### src/rtl/golden_nonce_uart_tx_if.sv
`default_nettype none
// ---------------------------------------------------------------------------
// golden_nonce_uart_tx_if : nonce capture strobe and UART reporter status
// Revision: 1.0
// ---------------------------------------------------------------------------
interface golden_nonce_uart_tx_if #(
  parameter int FIFO_DEPTH_LOG2 = 2
);
  logic                     nonce_valid;
  logic [31:0]              nonce;
  logic                     txd;
  logic                     busy;
  logic                     overflow;
  logic [FIFO_DEPTH_LOG2:0] fifo_count;

  modport master (
    output nonce_valid, nonce,
    input  txd, busy, overflow, fifo_count
  );

  modport slave (
    input  nonce_valid, nonce,
    output txd, busy, overflow, fifo_count
  );
endinterface
`default_nettype wire

### src/rtl/golden_nonce_uart_tx.sv
`default_nettype none
// ---------------------------------------------------------------------------
// golden_nonce_uart_tx : queues golden nonces and sends them MSB byte first
// over a UART 8N1 line.  Revision: 1.0
// ---------------------------------------------------------------------------
module golden_nonce_uart_tx #(
  parameter int CLK_DIV         = 868,
  parameter int FIFO_DEPTH_LOG2 = 2
) (
  input  logic                 clk,
  input  logic                 rst_n,
  golden_nonce_uart_tx_if.slave bus
);
  localparam logic [FIFO_DEPTH_LOG2:0]   c_FULL    = (FIFO_DEPTH_LOG2+1)'(1 << FIFO_DEPTH_LOG2);
  localparam logic [FIFO_DEPTH_LOG2:0]   c_CNT_ONE = (FIFO_DEPTH_LOG2+1)'(1);
  localparam logic [FIFO_DEPTH_LOG2-1:0] c_PTR_ONE = (FIFO_DEPTH_LOG2)'(1);
  localparam logic [15:0]                c_DIV_LAST = 16'(CLK_DIV - 1);

  localparam logic [1:0] S_IDLE  = 2'd0;
  localparam logic [1:0] S_START = 2'd1;
  localparam logic [1:0] S_DATA  = 2'd2;
  localparam logic [1:0] S_STOP  = 2'd3;

  logic [31:0]                mem_q [1 << FIFO_DEPTH_LOG2];
  logic [FIFO_DEPTH_LOG2-1:0] wr_ptr_q, rd_ptr_q;
  logic [FIFO_DEPTH_LOG2:0]   count_q, count_d;
  logic                       overflow_q;

  logic [1:0]  state_q, state_d;
  logic [31:0] word_q, word_d;
  logic [1:0]  byte_idx_q, byte_idx_d;
  logic [2:0]  bit_idx_q, bit_idx_d;
  logic [7:0]  shift_q, shift_d;
  logic [15:0] div_q, div_d;
  logic        txd_q, txd_d;

  logic w_empty, w_full, w_pop, w_push, w_drop, w_bit_end;
  logic [31:0] w_head;

  assign w_empty   = (count_q == '0);
  assign w_full    = (count_q == c_FULL);
  assign w_pop     = (state_q == S_IDLE) && !w_empty;
  // A full FIFO still accepts a push on the edge that frees a slot.
  assign w_push    = bus.nonce_valid && (!w_full || w_pop);
  assign w_drop    = bus.nonce_valid && !w_push;
  assign w_bit_end = (div_q == '0);
  assign w_head    = mem_q[rd_ptr_q];

  always_comb begin
    count_d = count_q;
    if (w_push && !w_pop)
      count_d = count_q + c_CNT_ONE;
    else if (!w_push && w_pop)
      count_d = count_q - c_CNT_ONE;
  end

  always_comb begin
    state_d    = state_q;
    word_d     = word_q;
    byte_idx_d = byte_idx_q;
    bit_idx_d  = bit_idx_q;
    shift_d    = shift_q;
    div_d      = div_q;
    txd_d      = txd_q;
    case (state_q)
      S_IDLE: begin
        txd_d = 1'b1;
        if (w_pop) begin
          word_d     = w_head;
          byte_idx_d = 2'd0;
          shift_d    = w_head[31:24];
          div_d      = c_DIV_LAST;
          txd_d      = 1'b0;
          state_d    = S_START;
        end
      end
      S_START: begin
        if (w_bit_end) begin
          bit_idx_d = 3'd0;
          div_d     = c_DIV_LAST;
          txd_d     = shift_q[0];
          state_d   = S_DATA;
        end else begin
          div_d = div_q - 16'd1;
        end
      end
      S_DATA: begin
        if (w_bit_end) begin
          div_d   = c_DIV_LAST;
          shift_d = shift_q >> 1;
          if (bit_idx_q == 3'd7) begin
            txd_d   = 1'b1;
            state_d = S_STOP;
          end else begin
            bit_idx_d = bit_idx_q + 3'd1;
            txd_d     = shift_q[1];
          end
        end else begin
          div_d = div_q - 16'd1;
        end
      end
      S_STOP: begin
        if (w_bit_end) begin
          if (byte_idx_q != 2'd3) begin
            // Rotating the word keeps the next byte to send in [23:16].
            word_d     = {word_q[23:0], word_q[31:24]};
            shift_d    = word_q[23:16];
            byte_idx_d = byte_idx_q + 2'd1;
            div_d      = c_DIV_LAST;
            txd_d      = 1'b0;
            state_d    = S_START;
          end else begin
            state_d = S_IDLE;
          end
        end else begin
          div_d = div_q - 16'd1;
        end
      end
      default: state_d = S_IDLE;
    endcase
  end

  always_ff @(posedge clk) begin
    if (w_push)
      mem_q[wr_ptr_q] <= bus.nonce;
  end

  always_ff @(posedge clk or negedge rst_n) begin
    if (!rst_n) begin
      wr_ptr_q   <= '0;
      rd_ptr_q   <= '0;
      count_q    <= '0;
      overflow_q <= 1'b0;
      state_q    <= S_IDLE;
      word_q     <= '0;
      byte_idx_q <= '0;
      bit_idx_q  <= '0;
      shift_q    <= '0;
      div_q      <= '0;
      txd_q      <= 1'b1;
    end else begin
      if (w_push)
        wr_ptr_q <= wr_ptr_q + c_PTR_ONE;
      if (w_pop)
        rd_ptr_q <= rd_ptr_q + c_PTR_ONE;
      if (w_drop)
        overflow_q <= 1'b1;
      count_q    <= count_d;
      state_q    <= state_d;
      word_q     <= word_d;
      byte_idx_q <= byte_idx_d;
      bit_idx_q  <= bit_idx_d;
      shift_q    <= shift_d;
      div_q      <= div_d;
      txd_q      <= txd_d;
    end
  end

  assign bus.txd        = txd_q;
  assign bus.busy       = !w_empty || (state_q != S_IDLE);
  assign bus.overflow   = overflow_q;
  assign bus.fifo_count = count_q;
endmodule
`default_nettype wire
### src/flat_wrapper.sv
// flat-port wrapper written by rule: the top's interface ports become plain ports
module golden_nonce_uart_tx_flat 
#(
  parameter int CLK_DIV         = 868,
  parameter int FIFO_DEPTH_LOG2 = 2
)
  (clk, rst_n, bus_nonce_valid, bus_nonce, bus_txd, bus_busy, bus_overflow, bus_fifo_count);
  golden_nonce_uart_tx_if #(.FIFO_DEPTH_LOG2(FIFO_DEPTH_LOG2)) bus_i ();
  input  logic clk;
  input  logic rst_n;
  input wire logic [$bits(bus_i.nonce_valid)-1:0] bus_nonce_valid;
  input wire logic [$bits(bus_i.nonce)-1:0] bus_nonce;
  output wire logic [$bits(bus_i.txd)-1:0] bus_txd;
  output wire logic [$bits(bus_i.busy)-1:0] bus_busy;
  output wire logic [$bits(bus_i.overflow)-1:0] bus_overflow;
  output wire logic [$bits(bus_i.fifo_count)-1:0] bus_fifo_count;
  assign bus_i.nonce_valid = bus_nonce_valid;
  assign bus_i.nonce = bus_nonce;
  assign bus_txd = bus_i.txd;
  assign bus_busy = bus_i.busy;
  assign bus_overflow = bus_i.overflow;
  assign bus_fifo_count = bus_i.fifo_count;
  golden_nonce_uart_tx #(.CLK_DIV(CLK_DIV), .FIFO_DEPTH_LOG2(FIFO_DEPTH_LOG2)) u_core (.clk(clk), .rst_n(rst_n), .bus(bus_i));
endmodule
### config.mk
export PLATFORM = sky130hd
export DESIGN_NAME = golden_nonce_uart_tx_flat
export DESIGN_NICKNAME = d
export VERILOG_FILES = /design/src/rtl/golden_nonce_uart_tx_if.sv /design/src/rtl/golden_nonce_uart_tx.sv /design/src/flat_wrapper.sv
export SDC_FILE = /design/constraint.sdc
export NUM_CORES = 1
export LEC_CHECK = 0
export ABC_AREA = 1
export BUFFER_PORTS_ARGS = -buffer_cell sky130_fd_sc_hd__buf_2
export CAP_MARGIN = 20
export CORE_ASPECT_RATIO = 1.1
export CORE_MARGIN = 2
export CORE_UTILIZATION = 55
export DETAILED_ROUTE_END_ITERATION = 12
export PLACE_DENSITY = 0.8
export SKIP_LAST_GASP = 1
export SYNTH_ARGS = -nofsm -noshare
export SYNTH_HDL_FRONTEND = slang
export SYNTH_SLANG_ARGS = --single-unit
### constraint.sdc
create_clock -name clk -period 3.1 [get_ports clk]
set_input_delay 0.31 -clock clk [delete_from_list [all_inputs] [get_ports clk]]
set_output_delay 0.31 -clock clk [all_outputs]
set_load 0.03 [all_outputs]
## Yosys cells after proc, flatten, opt, wreduce, memory -nomap -nowiden

Memory sizes are Yosys's and may differ from the RTL's.
Cells that the tools add are included.

| operators by class | value |
|---|---|
| equality and inequality tests | 14 |
| reduce and logical (&&, ||, !) cells | 26 |
| $add $sub $neg | 7 |
| muxes and demuxes | 40 |

Operators with widths:

| operator | number |
|---|---|
| $mux W32 | 3 |
| $mux W16 | 4 |
| $pmux W32 S2 | 1 |
| $pmux W16 S3 | 1 |
| $mux W8 | 4 |
| $pmux W8 S3 | 1 |
| $logic_not A16 Y1 | 1 |
| $mux W2 | 8 |
| $sub A16 B1 Y16 const B | 1 |
| $mux W3 | 5 |
| $ne A2 B1 Y1 const B | 6 |
| $reduce_and A4 Y1 | 3 |
| $reduce_and A5 Y1 | 2 |
| $mux W1 | 9 |
| $pmux W2 S4 | 1 |
| $reduce_bool A2 Y1 | 4 |
| $add A2 B1 Y2 const B | 3 |
| $add A3 B1 Y3 const B | 2 |
| $eq A3 B3 Y1 const B | 2 |
| $pmux W3 S2 | 1 |
| $logic_and A1 B1 Y1 | 5 |
| $eq A2 B2 Y1 const B | 2 |
| $logic_not A1 Y1 | 4 |
| $ne A2 B2 Y1 const B | 2 |
| 11 further kinds | 12 |

| word-level totals | value |
|---|---|
| memories | 1 |
| output and inout bits | 6 |
| flip-flop bits (word level) | 72 |
| input port bits | 35 |
| word-level logic and storage cells | 99 |
| memory bits (writable) | 128 |

Memory list:

| name | words | width | read ports | clocked after Yosys merged registers in | wr ports | RTL line | text |
|---|---|---|---|---|---|---|---|
| u_core.mem_q | 4 | 32 | 1 | 0 | 1 | golden_nonce_uart_tx.sv:24 | `logic [31:0] mem_q [1 << FIFO_DEPTH_LOG2];` |

## Logic depth before layout (Yosys ltp)

| logic depth | value |
|---|---|
| word-level depth | 9 |
| mapped depth | 12 |
| gate-level depth less buffers | 12 |

## Worst setup path after synthesis

No wires, ideal clock.

| path | value |
|---|---|
| path type | reg-to-reg |
| start point | reg u_core.state_q[0] |
| end point | mem u_core.mem_q[0][0] (enable) |
| period minus slack after synthesis | 2.881 ns |
| library setup time | 0.421 ns |
| stages on the path, launching flop included | 7 |
| slack | 0.219 ns |
| required time | 2.679 ns |
| arrival time | 2.460 ns |
| buffers on the path | 0 |
| cells stage by stage | dfrtp_1 -> inv_1 -> ha_1 -> inv_2 -> nand3_1 -> nand2_1 -> nor2_1 |

| on the way | value |
|---|---|
| cells in the longest elaborated chain, start to end | 6 |

Ends and longest elaborated chain:

| item | RTL line | text |
|---|---|---|
| from (decl) | golden_nonce_uart_tx.sv:29 | `logic [1:0] state_q, state_d;` |
| from (signal assigned) | golden_nonce_uart_tx.sv:149 | `state_q <= state_d;` |
| $logic_not A2 Y1 | golden_nonce_uart_tx.sv:42 | `assign w_pop = (state_q == S_IDLE) && !w_empty;` |
| $logic_and A1 B1 Y1 | golden_nonce_uart_tx.sv:42 |  |
| $logic_or A1 B1 Y1 | golden_nonce_uart_tx.sv:44 | `assign w_push = bus.nonce_valid && (!w_full \|\| w_pop);` |
| $logic_and A1 B1 Y1 | golden_nonce_uart_tx.sv:44 |  |
| $mux W1 | golden_nonce_uart_tx.sv:124 | `if (w_push)` |
| $mux W1 (implied by the code) | golden_nonce_uart_tx.sv:125 | `mem_q[wr_ptr_q] <= bus.nonce;` |
| to (decl) | golden_nonce_uart_tx.sv:24 |  |

Every way passes these cells.

## Worst setup path after layout

| path | value |
|---|---|
| start point | reg u_core.state_q[0] |
| end point | reg u_core.word_q[17] |

| on the way | value |
|---|---|
| cells in the longest elaborated chain, start to end | 4 |
| elaborated cells on any way between the ends | 9 |
| those cells by class | eq/ne: 4; mux: 1; reduce/logical: 4 |

Ends and longest elaborated chain:

| item | RTL line | text |
|---|---|---|
| $logic_not A2 Y1 | golden_nonce_uart_tx.sv:42, golden_nonce_uart_tx.sv:65 |  |
| $logic_and A1 B1 Y1 | golden_nonce_uart_tx.sv:42 |  |
| $ne A2 B1 Y1 (no line) | - |  |
| $reduce_and A4 Y1 (no line) | - |  |
| to (signal assigned) | golden_nonce_uart_tx.sv:150 | `word_q <= word_d;` |
| to (decl) | golden_nonce_uart_tx.sv:30 | `logic [31:0] word_q, word_d;` |

Parallel ways exist; a longest one is shown, timed or not.
A chain may end at the register's enable or synchronous reset.

==> flow_metrics.tcl <==
set metrics [dict create \
    htreeDepth 4 \
    grt_setup_unrepaired "false" \
    hpwl_um 11600 \
    synth_xor_area_frac 0.004806 \
    power_density_mw_per_mm2 629.6 \
    synthFlopType "edfxtp_1" \
    final_antenna_net_count 0 \
    synthAdderAreaFrac 0.02005 \
    relSlewSlack 0.3690 \
    drive_gt1_frac 0.1271 \
    grt_pass1_vias 6293 \
    die_w_um 126.7 \
    crit_chain "inv_1 > ha_1 > inv_2 > o21ai_4 > nand3_4 > nand2_1 > nand2_1" \
    setup_tns_ns 0 \
    worst_pin_slew_ns 0.9429 \
    max_freq_mhz 370.4 \
    antenna_found_initial 0 \
    synthSimpleGateAreaFrac 0.2743 \
    final_cell_mix "356 x nand2_1, 128 x edfxtp_1, 114 x nand3_1" \
    maxCapViolations 0 \
    clkSinkCount 200 \
    nets 996 \
    total_power_mw 6.338 \
    crit_type "reg -> reg" \
    grt_first_pass_wirelength_um 31370 \
    gp_congestion 0.8487 \
    drt_iter0_markers 655 \
    p_int_mw 4.632 \
    use_met2 0.3733 \
    clkTransAtPathRegs_ns 0.08 \
    use_met1 0.2968 \
    hold_violations 0 \
    p_seq_frac 0.529 \
    finalSetupViolations 0 \
    syn_inst 919 \
    die_h_um 139 \
    combPwrFrac 0.123 \
    grt_max_degree 66 \
    ir_drop_mv 0.5414 \
    pwr-share-clk 0.348 \
    hp-class "in -> reg" \
    yosysWarningCount 0 \
    async_flop_share 0.3600 \
    min_period_ns 2.700 \
    rows 49 \
    wl_per_cell_um 16.44 \
    die_area_mm2 0.01761 \
    synth_top_family_by_area "simple AND/OR/NAND/NOR gates" \
    clockBufferDepth 2 \
    antenna_cells 0 \
    maxSlewViolCount 0 \
    gr-total-overflow 0 \
    yosys_register_bits 200 \
    num_io_pins 41 \
    swShare 0.2691 \
    slowest_delay_ns 0.78 \
    place_area_mm2 0.009475 \
    top_usage_layer "met2" \
    numCtsBuffers 17 \
    grt_use_total 0.2265 \
    synth_mux_area_frac 0.001236 \
    fin_skew_ns 0.01093 \
    portBuffers 40 \
    wl_um 19140 \
    use_met3 0.04475 \
    cp_data_required_time_ns 3.44 \
    syn-num-nets 968 \
    cpMostUsedCell "nand2_1" \
    core-area_mm2 0.01631 \
    yosysSeqAreaShare 0.6197 \
    cts_tree "done" \
    outcome "completed" \
    final_area_mm2 0.01007 \
    syn_to_final_growth_pct 10.48 \
    post-route-period-util 0.8710 \
    cpMaxStageDelayCell "o21ai_4" \
    vias 6566 \
    cts-root-buf "clkbuf_16" \
    endpoint_kind "register" \
    insertion_delay_ns 0.45 \
    synth_edf_count 128 \
    syn_area_per_cell_um2 9.916 \
    crit_fanout 35 \
    start_util 0.5588 \
    startpoint_type "register" \
    synth_compound_area_frac 0.03268 \
    p_leak_nw 4.340 \
    worstPathArrival_ns 3.04 \
    route.detailed.drc 0 \
    firstDrtPassIters 5 \
    p_sw_mw 1.706 \
    path_delay_family "compound AO/OA/AOI/OAI gates" \
    ys_types 39 \
    final_common_cell "nand2_1" \
    netlist_area_mm2 0.009112 \
    crit_buf_inv 2 \
    vias_per_cell 5.641 \
]
[cell usage after synthesis (2+ instances only)]
cell type,number,area share
a21oi_1,4,0.0022
buf_2,18,0.0099
buf_4,8,0.0066
buf_6,5,0.0062
clkbuf_1,13,0.0054
dfrtp_1,71,0.19
edfxtp_1,128,0.42
ha_1,13,0.018
inv_1,42,0.017
inv_2,2,0.00082
nand2_1,356,0.15
nand2_2,2,0.0014
nand2_4,4,0.0049
nand3_1,114,0.063
nand3_2,2,0.0022
nand4_1,45,0.031
nor2_1,28,0.012
nor2_2,3,0.0021
nor2_4,2,0.0025
nor3_1,2,0.0011
o21ai_0,20,0.011
o21ai_2,10,0.0096
o21bai_1,8,0.0066
xor2_1,4,0.0038
[final timing paths]
path / cells after the start / to / start / slack (ns)
worst max-delay path: 7 / u_core.word_q[17] / u_core.state_q[0] / 0.40
worst min-delay path: 1 / u_core.mem_q[3][11] / bus_nonce[11] / 0.07
worst max register to register: 7 / u_core.word_q[17] / u_core.state_q[0] / 0.40
worst min register to register: 2 / u_core.bus.txd / u_core.bus.txd / 0.47
max in group asynchronous: 3 / u_core.rd_ptr_q[0] / rst_n / 1.94
min in group asynchronous: 2 / u_core.shift_q[0] / rst_n / 0.48
[flip-flops by register name, summed over array words and instances (netlist names)]
register,cells
u_core.wr_ptr_q,2
u_core.state_q,2
u_core.byte_idx_q,2
u_core.div_q,16
u_core.bit_idx_q,3
u_core.bus.overflow,1
u_core.bus.fifo_count,3
u_core.bus.txd,1
u_core.word_q,32
u_core.rd_ptr_q,2
u_core.mem_q,128
u_core.shift_q,8
[per-stage QoR]
stage	instances	hold WS [ns]	util	worst slack, ns
floorplan	919	0.01441	-	0.2187
global placement	1131	0.4274	0.5810	0.6129
detailed placement	1131	0.4365	0.5810	0.5035
CTS	1164	0.06563	0.6173	0.4978
global route	1164	0.07104	0.6173	0.2465
finish	1164	0.07356	0.6173	0.4001
[power by group through the flow]
stage | logic (mW) | registers, mW | clock network, mW
floorplan | 0.401 | 3.45 | 0
global placement | 0.762 | 3.40 | 0
detailed placement | 0.787 | 3.41 | 0
CTS | 0.795 | 3.35 | 2.22
global route | 0.868 | 3.38 | 2.34
finish | 0.777 | 3.35 | 2.21
[timing repair]
| item | 4_1_cts | 5_1_grt |
|---|---|---|
| buffers inserted | 0 | 0 |
| endpoints found under the hold margin | 30 | 0 |
| resized for setup | 0 | 0 |
| hold buffers | 1 | 0 |
[layout make-up]
type | instances | area [um^2]
fill | 1271 | 6241
multi-input combinational | 629 | 3065
sequential | 200 | 5648
timing repair buffer | 54 | 345.3
tap | 204 | 255.2
clock inverter | 15 | 156.4
inverter | 45 | 171.4
clock buffer | 17 | 425.4
[metal layers]
layer / part of all wire / wire [um]
met1: 0.43 / 8144
met2: 0.50 / 9504
met3: 0.052 / 1002
met4: 0.025 / 486
met5: 0 / 0
[worst register-to-register path: stages, from the launching register on]
cell and delay (ns):
dfrtp_1 0.42, inv_1 0.13, ha_1 0.29, inv_2 0.21
o21ai_4 0.78, nand3_4 0.48, nand2_1 0.22, nand2_1 0.07
[cell families after synthesis]
family                     Yosys count
and+or+nand+nor                    564
muxes                                1
AOI/OAI and AO/OA                   45
buffers and inverters               90
adders and majority gates           14
xor gates and xnor gates             5
DFF                                200
Power figures use the tool's default switching activity.
